<file path="config.mk">
export PLATFORM = sky130hd
export DESIGN_NAME = sw_ctrl
export DESIGN_NICKNAME = d
export VERILOG_FILES = /design/src/rtl/sw_pkg.sv /design/src/rtl/sw_tick_gen.sv /design/src/rtl/sw_ctrl.sv
export SDC_FILE = /design/constraint.sdc
export NUM_CORES = 1
export LEC_CHECK = 0
export CAP_MARGIN = 0
export CORE_MARGIN = 2
export CORE_UTILIZATION = 55
export CTS_CLUSTER_SIZE = 28
export DETAILED_ROUTE_END_ITERATION = 10
export GPL_ROUTABILITY_DRIVEN = 1
export PLACE_DENSITY = 0.78
export SYNTH_ARGS = -nofsm -noshare
export SYNTH_HDL_FRONTEND = slang
export SYNTH_HIERARCHICAL = 1
export SYNTH_SLANG_ARGS = --single-unit
</file>
<file path="constraint.sdc">
create_clock -name clk -period 14.29 [get_ports clk]
set_input_delay 2.858 -clock clk [delete_from_list [all_inputs] [get_ports clk]]
set_output_delay 2.858 -clock clk [all_outputs]
set_load 0.05 [all_outputs]
</file>
<file path="src/rtl/sw_pkg.sv">
// rtl/sw_pkg.sv - shared stopwatch state encodings and count constants
// SW_LAP_EN adds the LAP state encoding.
package sw_pkg;

  localparam int CNT_W = 6;
  localparam logic [CNT_W-1:0] CNT_MAX = 6'd59;

  typedef enum logic [1:0] {
    ST_IDLE  = 2'd0,
    ST_RUN   = 2'd1,
    ST_PAUSE = 2'd2
`ifdef SW_LAP_EN
    , ST_LAP = 2'd3
`endif
  } sw_state_e;

endpackage

</file>
<file path="src/rtl/sw_tick_gen.sv">
// rtl/sw_tick_gen.sv - 32-bit tick divider with enable, clear and held phase
// The count holds while disabled so a resume keeps its phase.
module sw_tick_gen (
  input  logic        clk,
  input  logic        rst_n,
  input  logic        enable_i,
  input  logic        clear_i,
  input  logic [31:0] num_i,
  output logic        tick_o
);

  logic [31:0] cnt_q, cnt_d, limit;

  // Using >= lets a lowered num take effect without counting past it.
  always_comb begin
    limit  = (num_i == 32'd0) ? 32'd0 : num_i - 32'd1;
    tick_o = enable_i && !clear_i && (cnt_q >= limit);
    cnt_d  = cnt_q;
    if (clear_i) begin
      cnt_d = '0;
    end else if (tick_o) begin
      cnt_d = '0;
    end else if (enable_i) begin
      cnt_d = cnt_q + 32'd1;
    end
  end

  always_ff @(posedge clk) begin
    if (!rst_n) begin
      cnt_q <= '0;
    end else begin
      cnt_q <= cnt_d;
    end
  end

endmodule

</file>
<file path="src/rtl/sw_ctrl.sv">
// rtl/sw_ctrl.sv - stopwatch run/pause/clear/lap FSM with mm:ss counters
// SW_LAP_EN enables the LAP state, lap snapshot registers and display mux.
module sw_ctrl (
  input  logic        clk,
  input  logic        rst_n,
  input  logic [31:0] num,
  input  logic        i_start_stop,
  input  logic        i_clear,
  input  logic        i_lap,
  output logic [5:0]  o_sec,
  output logic [5:0]  o_min,
  output logic        o_run,
  output logic        o_tick
);

  import sw_pkg::*;

  sw_state_e        state_q, state_d;
  logic [CNT_W-1:0] sec_q, sec_d, min_q, min_d;
  logic [CNT_W-1:0] disp_sec_q, disp_sec_d, disp_min_q, disp_min_d;
  logic             run_q, run_d, tick_q;
  logic             div_en, div_clr, tick;

`ifdef SW_LAP_EN
  logic [CNT_W-1:0] lap_sec_q, lap_sec_d, lap_min_q, lap_min_d;
  logic             lap_cap;
`else
  logic unused_lap;
  assign unused_lap = i_lap;
`endif

  sw_tick_gen u_tick_gen (
    .clk      (clk),
    .rst_n    (rst_n),
    .enable_i (div_en),
    .clear_i  (div_clr),
    .num_i    (num),
    .tick_o   (tick)
  );

  // Priority: clear, then start/stop, then lap.
  always_comb begin
    state_d = state_q;
    div_clr = 1'b0;
`ifdef SW_LAP_EN
    lap_cap = 1'b0;
`endif
    if (i_clear) begin
      state_d = ST_IDLE;
      div_clr = 1'b1;
    end else begin
      case (state_q)
        ST_IDLE: begin
          if (i_start_stop) begin
            state_d = ST_RUN;
            div_clr = 1'b1;
          end
        end
        ST_RUN: begin
          if (i_start_stop) begin
            state_d = ST_PAUSE;
          end
`ifdef SW_LAP_EN
          else if (i_lap) begin
            state_d = ST_LAP;
            lap_cap = 1'b1;
          end
`endif
        end
        ST_PAUSE: begin
          if (i_start_stop) begin
            state_d = ST_RUN;
          end
        end
`ifdef SW_LAP_EN
        ST_LAP: begin
          if (i_start_stop) begin
            state_d = ST_PAUSE;
          end else if (i_lap) begin
            state_d = ST_RUN;
          end
        end
`endif
        default: state_d = ST_IDLE;
      endcase
    end
  end

  always_comb begin
`ifdef SW_LAP_EN
    div_en = (state_q == ST_RUN) || (state_q == ST_LAP);
    run_d  = (state_d == ST_RUN) || (state_d == ST_LAP);
`else
    div_en = (state_q == ST_RUN);
    run_d  = (state_d == ST_RUN);
`endif
    sec_d = sec_q;
    min_d = min_q;
    if (i_clear) begin
      sec_d = '0;
      min_d = '0;
    end else if (tick) begin
      if (sec_q == CNT_MAX) begin
        sec_d = '0;
        min_d = (min_q == CNT_MAX) ? '0 : min_q + 6'd1;
      end else begin
        sec_d = sec_q + 6'd1;
      end
    end
  end

  // Snapshot takes the pre-advance live value; display follows the next state.
  always_comb begin
    disp_sec_d = sec_d;
    disp_min_d = min_d;
`ifdef SW_LAP_EN
    lap_sec_d = lap_sec_q;
    lap_min_d = lap_min_q;
    if (i_clear) begin
      lap_sec_d = '0;
      lap_min_d = '0;
    end else if (lap_cap) begin
      lap_sec_d = sec_q;
      lap_min_d = min_q;
    end
    if (state_d == ST_LAP) begin
      disp_sec_d = lap_sec_d;
      disp_min_d = lap_min_d;
    end
`endif
  end

  always_ff @(posedge clk) begin
    if (!rst_n) begin
      state_q    <= ST_IDLE;
      sec_q      <= '0;
      min_q      <= '0;
      disp_sec_q <= '0;
      disp_min_q <= '0;
      run_q      <= 1'b0;
      tick_q     <= 1'b0;
`ifdef SW_LAP_EN
      lap_sec_q  <= '0;
      lap_min_q  <= '0;
`endif
    end else begin
      state_q    <= state_d;
      sec_q      <= sec_d;
      min_q      <= min_d;
      disp_sec_q <= disp_sec_d;
      disp_min_q <= disp_min_d;
      run_q      <= run_d;
      tick_q     <= tick;
`ifdef SW_LAP_EN
      lap_sec_q  <= lap_sec_d;
      lap_min_q  <= lap_min_d;
`endif
    end
  end

  assign o_sec  = disp_sec_q;
  assign o_min  = disp_min_q;
  assign o_run  = run_q;
  assign o_tick = tick_q;

endmodule

</file>
== Word-level counts from Yosys, hierarchy flattened ==
Cells that the tools add are included.

* Add/sub/neg operators: 4
* $lt $le $gt $ge: 1
* Equality and inequality tests: 5
* Muxes and demuxes: 10
* Bitwise gates (word level): 1
* Reduce and logical (&&, ||, !) cells: 9

{| class="wikitable"
|+ Operator list
! cell !! number
|-
| adder 32 x 1 -> 32 bit, second input constant || 1
|-
| >= comparator 32 bit || 1
|-
| zero test 32 bit || 1
|-
| 2-to-1 mux 32 bit || 1
|-
| subtractor 32 x 1 -> 32 bit, second input constant || 1
|-
| adder 6 x 1 -> 6 bit, second input constant || 2
|-
| == test 6 bit, second input constant || 2
|-
| 2-to-1 mux 6 bit || 2
|-
| 2-to-1 mux 2 bit || 3
|-
| == test 2 x 1 -> 1 bit, second input constant || 2
|-
| one-hot mux 2 bit (2 select lines) || 1
|-
| OR reduction 2 bit || 2
|-
| 2-to-1 mux 1 bit || 3
|-
| OR reduction 3 bit || 1
|-
| == test 2 bit, second input constant || 1
|-
| logical AND 1 bit || 2
|-
| zero test 2 bit || 1
|-
| AND reduction 2 bit || 1
|-
| zero test 1 bit || 1
|-
| NOT 1 bit || 1
|}

* Bits in registers: 48
* Input port bits: 37
* Output and inout bits: 14
* Word-level logic and storage cells: 36

== Depth between registers and ports, before layout ==
Gate-level depths: netlist of the first run.

* Word-level depth: 7
* Depth in mapped cells: 18
* Depth with buffers taken out: 15

== Modules after synthesis ==
The synthesis of the first run kept the hierarchy.

{| class="wikitable"
|+ By module, submodules not included
! module !! times used !! cells an instance !! area an instance (um^2) !! sequential area each (um^2)
|-
| sw_tick_gen || 1 || 391 || 3,001.6 || 640.6
|-
| sw_ctrl || 1 || 89 || 817.0 || 320.3
|}

== Worst setup path before layout of the first run ==
No wires, ideal clock.

* Path type: input port to flip-flop
* Start point: input port num[15]
* End point: register disp_min_q[3] (netlist: o_min[3])
* Setup time: 74 ps
* Arrival time: 6,593 ps
* Data required time: 14,216 ps
* Path slack: 7,623 ps
* Stages on the path: 17
* Path buffers: 3
* Cell sequence: or4_1 > or3_1 > nor2_1 > nand4_1 > clkbuf_1 > clkbuf_1 > nand2_1 > ha_1 > nand4_1 > or3_1 > a221oi_1 > o311a_1 > or2_1 > buf_6 > nand3b_4 > or4_1 > a31oi_1

* Longest elaborated chain between the ends: 5
* Elaborated cells between the ends (all ways): 6
* Classes of those cells: 1 x add/sub; 1 x order compare; 1 x mux; 3 x reduce/logical

{| class="wikitable"
|+ Ends and longest elaborated chain
! item !! RTL line !! RTL
|-
| from (decl) || sw_ctrl.sv:6 || <nowiki>input logic [31:0] num,</nowiki>
|-
| subtractor 32 x 1 -> 32 bit / zero test 32 bit (equally long branches) || sw_tick_gen.sv:16 || <nowiki>limit = (num_i == 32'd0) ? 32'd0 : num_i - 32'd1;</nowiki>
|-
| 2-to-1 mux 32 bit (*) || sw_tick_gen.sv:16 ||
|-
| >= comparator 32 bit (*) || sw_tick_gen.sv:17 || <nowiki>tick_o = enable_i && !clear_i && (cnt_q >= limit);</nowiki>
|-
| logical AND 1 bit (*) || sw_tick_gen.sv:17 ||
|-
| named net tick || sw_ctrl.sv:22 || <nowiki>logic div_en, div_clr, tick;</nowiki>
|-
| AND reduction 2 bit (no source line) (*) || - ||
|-
| to (signal assigned) || sw_ctrl.sv:151 || <nowiki>disp_min_q <= disp_min_d;</nowiki>
|-
| to (decl) || sw_ctrl.sv:20 || <nowiki>logic [CNT_W-1:0] disp_sec_q, disp_sec_d, disp_min_q, disp_min_d;</nowiki>
|}

Mark *: on every way through the listed nets, which the timed path passes. The rest lies on a longest branch.
A chain may end at the register's enable or synchronous reset.

== Worst setup path in the final report of the first run ==
* Start point: input port num[13]
* End point: register disp_min_q[3] (netlist: o_min[3])

Same word-level chain as after synthesis.

==> results of run 1 <==
[stage by stage]
stage / area [um^2] / utilization (%) / setup WS, ns
finish: 4450 / 65.8 / 6.51
detailed placement: 4350 / 64.4 / 6.19
global route: 4450 / 65.8 / 6.11
floorplan: 3820 / - / 7.62
global placement: 4350 / 64.4 / 6.33
CTS: 4450 / 65.8 / 6.49
[power breakdown]
part	internal [uW]	leakage (uW)	total [uW]	switching, uW
Combinational	17.7	0.00115	36.1	18.4
Sequential	134	0.000387	134	0.170
Clock	39.5	0.0000445	86.8	47.3
Total	191	0.00158	257	65.9
[state kept, by name, summed over array words and instances, names as in the netlist]
| signal | count |
|---|---|
| o_min | 6 |
| o_run | 1 |
| o_tick | 1 |
| state_q | 2 |
| u_tick_gen/cnt_q | 32 |
| o_sec | 6 |
[worst max-delay path: cells and delay by family]
| family | cells | cell delay [ns] |
|---|---|---|
| buf+inv | 3 | 1.13 |
| fa+ha+maj | 1 | 0.17 |
| compound gates | 3 | 0.68 |
| simple gates | 10 | 3.14 |
[area by class of cell]
class | count | area (um^2)
Clock buffer | 7 | 86.3
Clock inverter | 1 | 7.51
Fill cell | 571 | 2310
Inverter | 17 | 63.8
Multi-Input combinational cell | 397 | 2710
Sequential cell | 48 | 961
Tap cell | 80 | 100
Timing Repair Buffer | 52 | 513
[cell usage after synthesis (all sizes together) (2+ instances only)]
library cell and instances:
nand2 52, nor3 52, dfxtp 48, ha 37, xnor2 37, a21oi 27, nor2 22, nand4 21
nand3 19, inv 17, nor4 17, xor2 17, clkbuf 15, o21ai 15, or3 9, or4 8
nand2b 6, and3 5, and4 5, and2 4, o21a 4, a211oi 3, buf 3, o2111ai 3
o31ai 3, or2 3, mux2i 2, nand4b 2, o211ai 2, or2b 2
[worst min path at each step]
| stage | slack [ns] | end | start | cells after the start |
|---|---|---|---|---|
| after floorplan | 0.52 | u_tick_gen/cnt_q[31]$_SDFFE_PP0P_ | u_tick_gen/cnt_q[31]$_SDFFE_PP0P_ | 2 |
| after global placement | 0.50 | o_min[1]$_SDFFE_PP0P_ | o_min[1]$_SDFFE_PP0P_ | 2 |
| after detailed placement | 0.51 | o_min[1]$_SDFFE_PP0P_ | o_min[1]$_SDFFE_PP0P_ | 2 |
| after CTS | 0.52 | o_min[1]$_SDFFE_PP0P_ | o_min[1]$_SDFFE_PP0P_ | 2 |
| after global routing | 0.56 | o_min[4]$_SDFFE_PP0P_ | o_min[4]$_SDFFE_PP0P_ | 2 |
| final | 0.52 | o_min[1]$_SDFFE_PP0P_ | o_min[1]$_SDFFE_PP0P_ | 2 |
[cells by family (layout without fill, tap and decap cells)]
logic type / after synthesis / count (layout) / synth area share, %
adder cells (fa/ha/maj): 37 / 37 / 12.1
flip-flops: 48 / 48 / 25.2
AO/OA/AOI/OAI: 69 / 69 / 11.3
AND/OR/NAND/NOR: 235 / 235 / 34.5
XOR/XNOR: 54 / 54 / 12.4
multiplexers: 2 / 2 / 0.524
buffers and inverters: 35 / 77 / 3.93
[routing by layer]
layer	GRT usage [%]	up-vias	part of all wire, %
met5	0	-	0
met4	5.03	0	0.77
li1	-	1855	-
met2	38.7	79	48
met3	3.32	6	3.9
met1	33.2	1678	48
==> run metrics, run 1 <==
critical path arrival=8.01 ns; CP Launch Point=num[13]; most common library cell in the layout ignoring fill and taps=nand2_1; Worst Setup Start Kind=primary input; full die area=7630 um^2; gr ovfl total=0; Synth Register Bits=48; commonest non-fill, non-tap cells in the layout=nand2_1, nor3_1, clkdlybuf4s50_1, dfxtp_1; Crit Path Class=primary input to flop; Post-CTS Setup Inserts=0; DR WL/cell=14.9 um; Seq/Total Area, Yosys=between 20% and 30%; GRT Total Usage=a little under a quarter; CP Data Required Time=about 15 ns; htree depth=2; initial antenna violation count=0; Synth Flop Type=dfxtp_1; Net Count, Synth=between 500 and 600; Hold Vio Cnt, Final=0; CTS resizes=0; power consumption=257 uW; CP max stage delay=about 0.64 ns; HP Class=flop to flop; worst reg2reg path depth=9; layout cell share with drive strength beyond 1=4.98%; worst-case clock buffer depth=2; Max Cap Viol=0; root buf cell=clkbuf_8; asr flop ratio synth=0%; f_max=129 MHz; hold_buf cts=0; nets=595; vias in the first global route=3268; ANT cells=0; CTS sink count=48; Cells after DPL=a little under 600; worst r2r dst=o_min[3]$_SDFFE_PP0P_; DRC Markers=0; core box area=6760 um^2; gpl congestion=between 0.8 and 0.9; Total Wirelength=8960 um; fin crit share=54.4%; CTS buffer count=5; yosys warns=6; Boundary Pins=51; CP Cell Sequence=clkdlybuf4s50_1 > or4_1 > or3_1 > nor2_1 > nand4_1 > buf_4 > nand2_1 > ha_1 > nand4_1 > or3_1 > a221oi_1 > o311a_1 > buf_4 > or2_1 > nand3b_4 > or4_1 > a31oi_1; Port Buffers=49; TritonCTS clock tree=done; origin of the critical flop-to-flop path=state_q[0]$_SDFF_PN0_; status=complete, no violations; cell count after synthesis=480; Final setup viols=0; Synth area leader=dfxtp_1; Slew Viols, Final=0; Worst-path clk slew=0.09 ns; final setup TNS=0 ns; Worst path slowest cell=or4_1; Die Y=approximately 87 um; fin crit period=7.78 ns; Final HPWL DP=6970 um; non-filler cells, final=approximately 600; Die W=87.3 um; area share of the largest cell type after synthesis=25.2%; leakage power=around 0.0016 uW; Synth Cell Area=between 3000 and 4000 um^2; Area contributors post-synth=dfxtp_1, ha_1, xnor2_1, nor3_1, nand2_1; Post-synth EDFFs=0; Site Rows=30; clk_lat worst skew=0.30 ns; Peak VDD IR=slightly below 0.04 mV; Least-Margin Pin Slew=0.781 ns; CP Capture Point=o_min[3]$_SDFFE_PP0P_; Initial Utilization=approximately 57%; CP Capture Type=flop; Final ANT Viol Nets=0; relative slew slack=47.8%; peak fanout along the critical path=33; unique cell type count in the Yosys netlist=between 60 and 70; routed vias/inst=6.01; Detailed Route Iter0 Violations=approximately 170; first-pass GRT wire length=14800 um; Synth Area per Inst=7.96 um^2; RSZ-0062 raised after global routing=no; skew final=0.00600 ns; WHS=about 0.52 ns; routed vias=3618; TritonRoute pass-1 iters=4; FF-to-FF setup slack=10.74 ns; Power per Cell Area=57.8 nW/um^2; largest net degree at the start of global routing=34; area delta synth->final=16.4%
No activity file was read; power rests on OpenSTA's default activity.
==> run 2, diff against run 1 <==
--- a/config.mk
+++ b/config.mk
@@ -7,11 +7,11 @@
 export LEC_CHECK = 0
 export CAP_MARGIN = 0
 export CORE_MARGIN = 2
-export CORE_UTILIZATION = 55
+export CORE_UTILIZATION = 51
 export CTS_CLUSTER_SIZE = 28
 export DETAILED_ROUTE_END_ITERATION = 10
 export GPL_ROUTABILITY_DRIVEN = 1
-export PLACE_DENSITY = 0.78
+export PLACE_DENSITY = 0.76
 export SYNTH_ARGS = -nofsm -noshare
 export SYNTH_HDL_FRONTEND = slang
 export SYNTH_HIERARCHICAL = 1
==> constraint.sdc (replaced) <==
create_clock -name clk -period 6.6 [get_ports clk]
set_input_delay 1.32 -clock clk [delete_from_list [all_inputs] [get_ports clk]]
set_output_delay 1.32 -clock clk [all_outputs]
set_load 0.05 [all_outputs]
==> run metrics, run 2 (synthesis gave the netlist of run 1 again) <==
status=complete, no violations; HP Class=flop to flop; leakage power=0.00161 uW; routed vias/inst=5.91; Max Cap Viol=0; Crit Path Class=primary input to flop; Total Wirelength=slightly above 9000 um; DR WL/cell=~15 um; critical path arrival=6.12 ns; commonest non-fill, non-tap cells in the layout=nand2_1, nor3_1, clkdlybuf4s50_1, dfxtp_1; Site Rows=31; dpl cell area=4380 um^2; worst-case clock buffer depth=2; first-pass GRT wire length=15400 um; routed vias=3673; relative slew slack=55.1%; Power per Cell Area=about 140 nW/um^2; Die Y=90.5 um; htree depth=2; Detailed Route Iter0 Violations=180; CP Data Required Time=a little under 7 ns; HP Start=o_min[1]$_SDFFE_PP0P_; Worst-path clk slew=0.11 ns; GRT Total Usage=between 20% and 30%; Peak VDD IR=0.0905 mV; Initial Utilization=52.6%; Final ANT Viol Nets=0; WHS=0.525 ns; Final setup viols=0; most common library cell in the layout ignoring fill and taps=nand2_1; skew final=0.0135 ns; area of the multi-input gates=2710 um^2; gr ovfl total=0; Least-Margin Pin Slew=0.667 ns; Top reg by flops=u_tick_gen/cnt_q; initial antenna violation count=0; area delta synth->final=18.4%; fin crit period=5.88 ns; fin crit share=between 80% and 90%; hold_buf cts=0; RSZ-0062 raised after global routing=no; layout cell share with drive strength beyond 1=5.35%; origin of the critical flop-to-flop path=u_tick_gen/cnt_q[13]$_SDFFE_PP0P_; Slew Viols, Final=0; Boundary Pins=51; Post-CTS Setup Inserts=0; TritonCTS clock tree=done; CP Capture Type=flop; Reg area=961 um^2; CTS sink count=48; fill cell count=644; Final HPWL DP=7220 um; full die area=8200 um^2; CP Launch Point=num[6]; CTS resizes=0; FF-to-FF setup slack=~3.5 ns; root buf cell=clkbuf_8; Hold Vio Cnt, Final=0; nets=between 500 and 600; final setup TNS=0 ns; f_max=170 MHz; max FFs per register=32; DRC Markers=0; peak fanout along the critical path=10; power consumption=630 uW; core box area=7250 um^2; Worst Setup Start Kind=primary input; ANT cells=0; CTS buffer count=5; gpl congestion=between 0.8 and 0.9; clk_lat worst skew=about 0.31 ns; Post-Layout Inst Area=4520 um^2; largest net degree at the start of global routing=33; vias in the first global route=3384; Die W=90.5 um; TritonRoute pass-1 iters=4; Port Buffers=49
run 2: changes by cell type in the layout (fill, tap and decap cells not counted):
cell | previous run | this run
clkbuf_1 | 1 | 0
bufinv_16 | 0 | 2
buf_4 | 3 | 4
inv_6 | 0 | 1
clkbuf_8 | 6 | 5
clkinvlp_4 | 1 | 0
run 2: routing by layer:
layer / up-vias / GRT usage [%] / wire length (um)
met1: 1723 / 30.0 / 4410
met2: 77 / 37.2 / 4380
met5: - / 0 / 0
met3: 13 / 3.09 / 332
li1: 1860 / - / -
met4: 0 / 7.69 / 224
run 2: stage by stage:
stage	util, %	setup slack, ns	instances
after global placement	60.4	0.558	614
after CTS	62.3	0.750	622
after global routing	62.3	0.429	622
after detailed placement	60.4	0.453	614
after floorplan	-	1.47	480
final	62.3	0.715	622
run 2: worst max-delay path: stages:
cell and delay, ns:
clkdlybuf4s50_1 0.46, or4_1 0.57, nor3_1 0.47, nand4_2 0.31
or3_1 0.39, a21bo_1 0.23, ha_1 0.30, nand4_1 0.14
nor4_1 0.44, a32oi_1 0.16, o21ai_0 0.13, or2_1 0.38
nand3b_4 0.17, or4_1 0.49, a31oi_1 0.17
run 2: worst paths after layout:
check,to,depth (start not counted)
worst max-delay path,o_min[3]$_SDFFE_PP0P_,15
worst min register to register,o_min[1]$_SDFFE_PP0P_,2
worst max register to register,o_min[3]$_SDFFE_PP0P_,9
worst min-delay path,o_min[1]$_SDFFE_PP0P_,2
run 2: power breakdown:
group	switching, uW	leakage [uW]	total [uW]	internal, uW
logic	39.9	0.00116	78.6	38.7
registers	0.372	0.000387	290	290
clock network	109	0.0000687	261	153
run 2: final cells by class:
class                      count  area share (%)
sequential                    48            21.3
multi-input combinational    397            60.0
clock inverter                 3            1.52
timing repair buffer          53            11.5
tap                           99            2.74
inverter                      17            1.41
clock buffer                   5            1.52
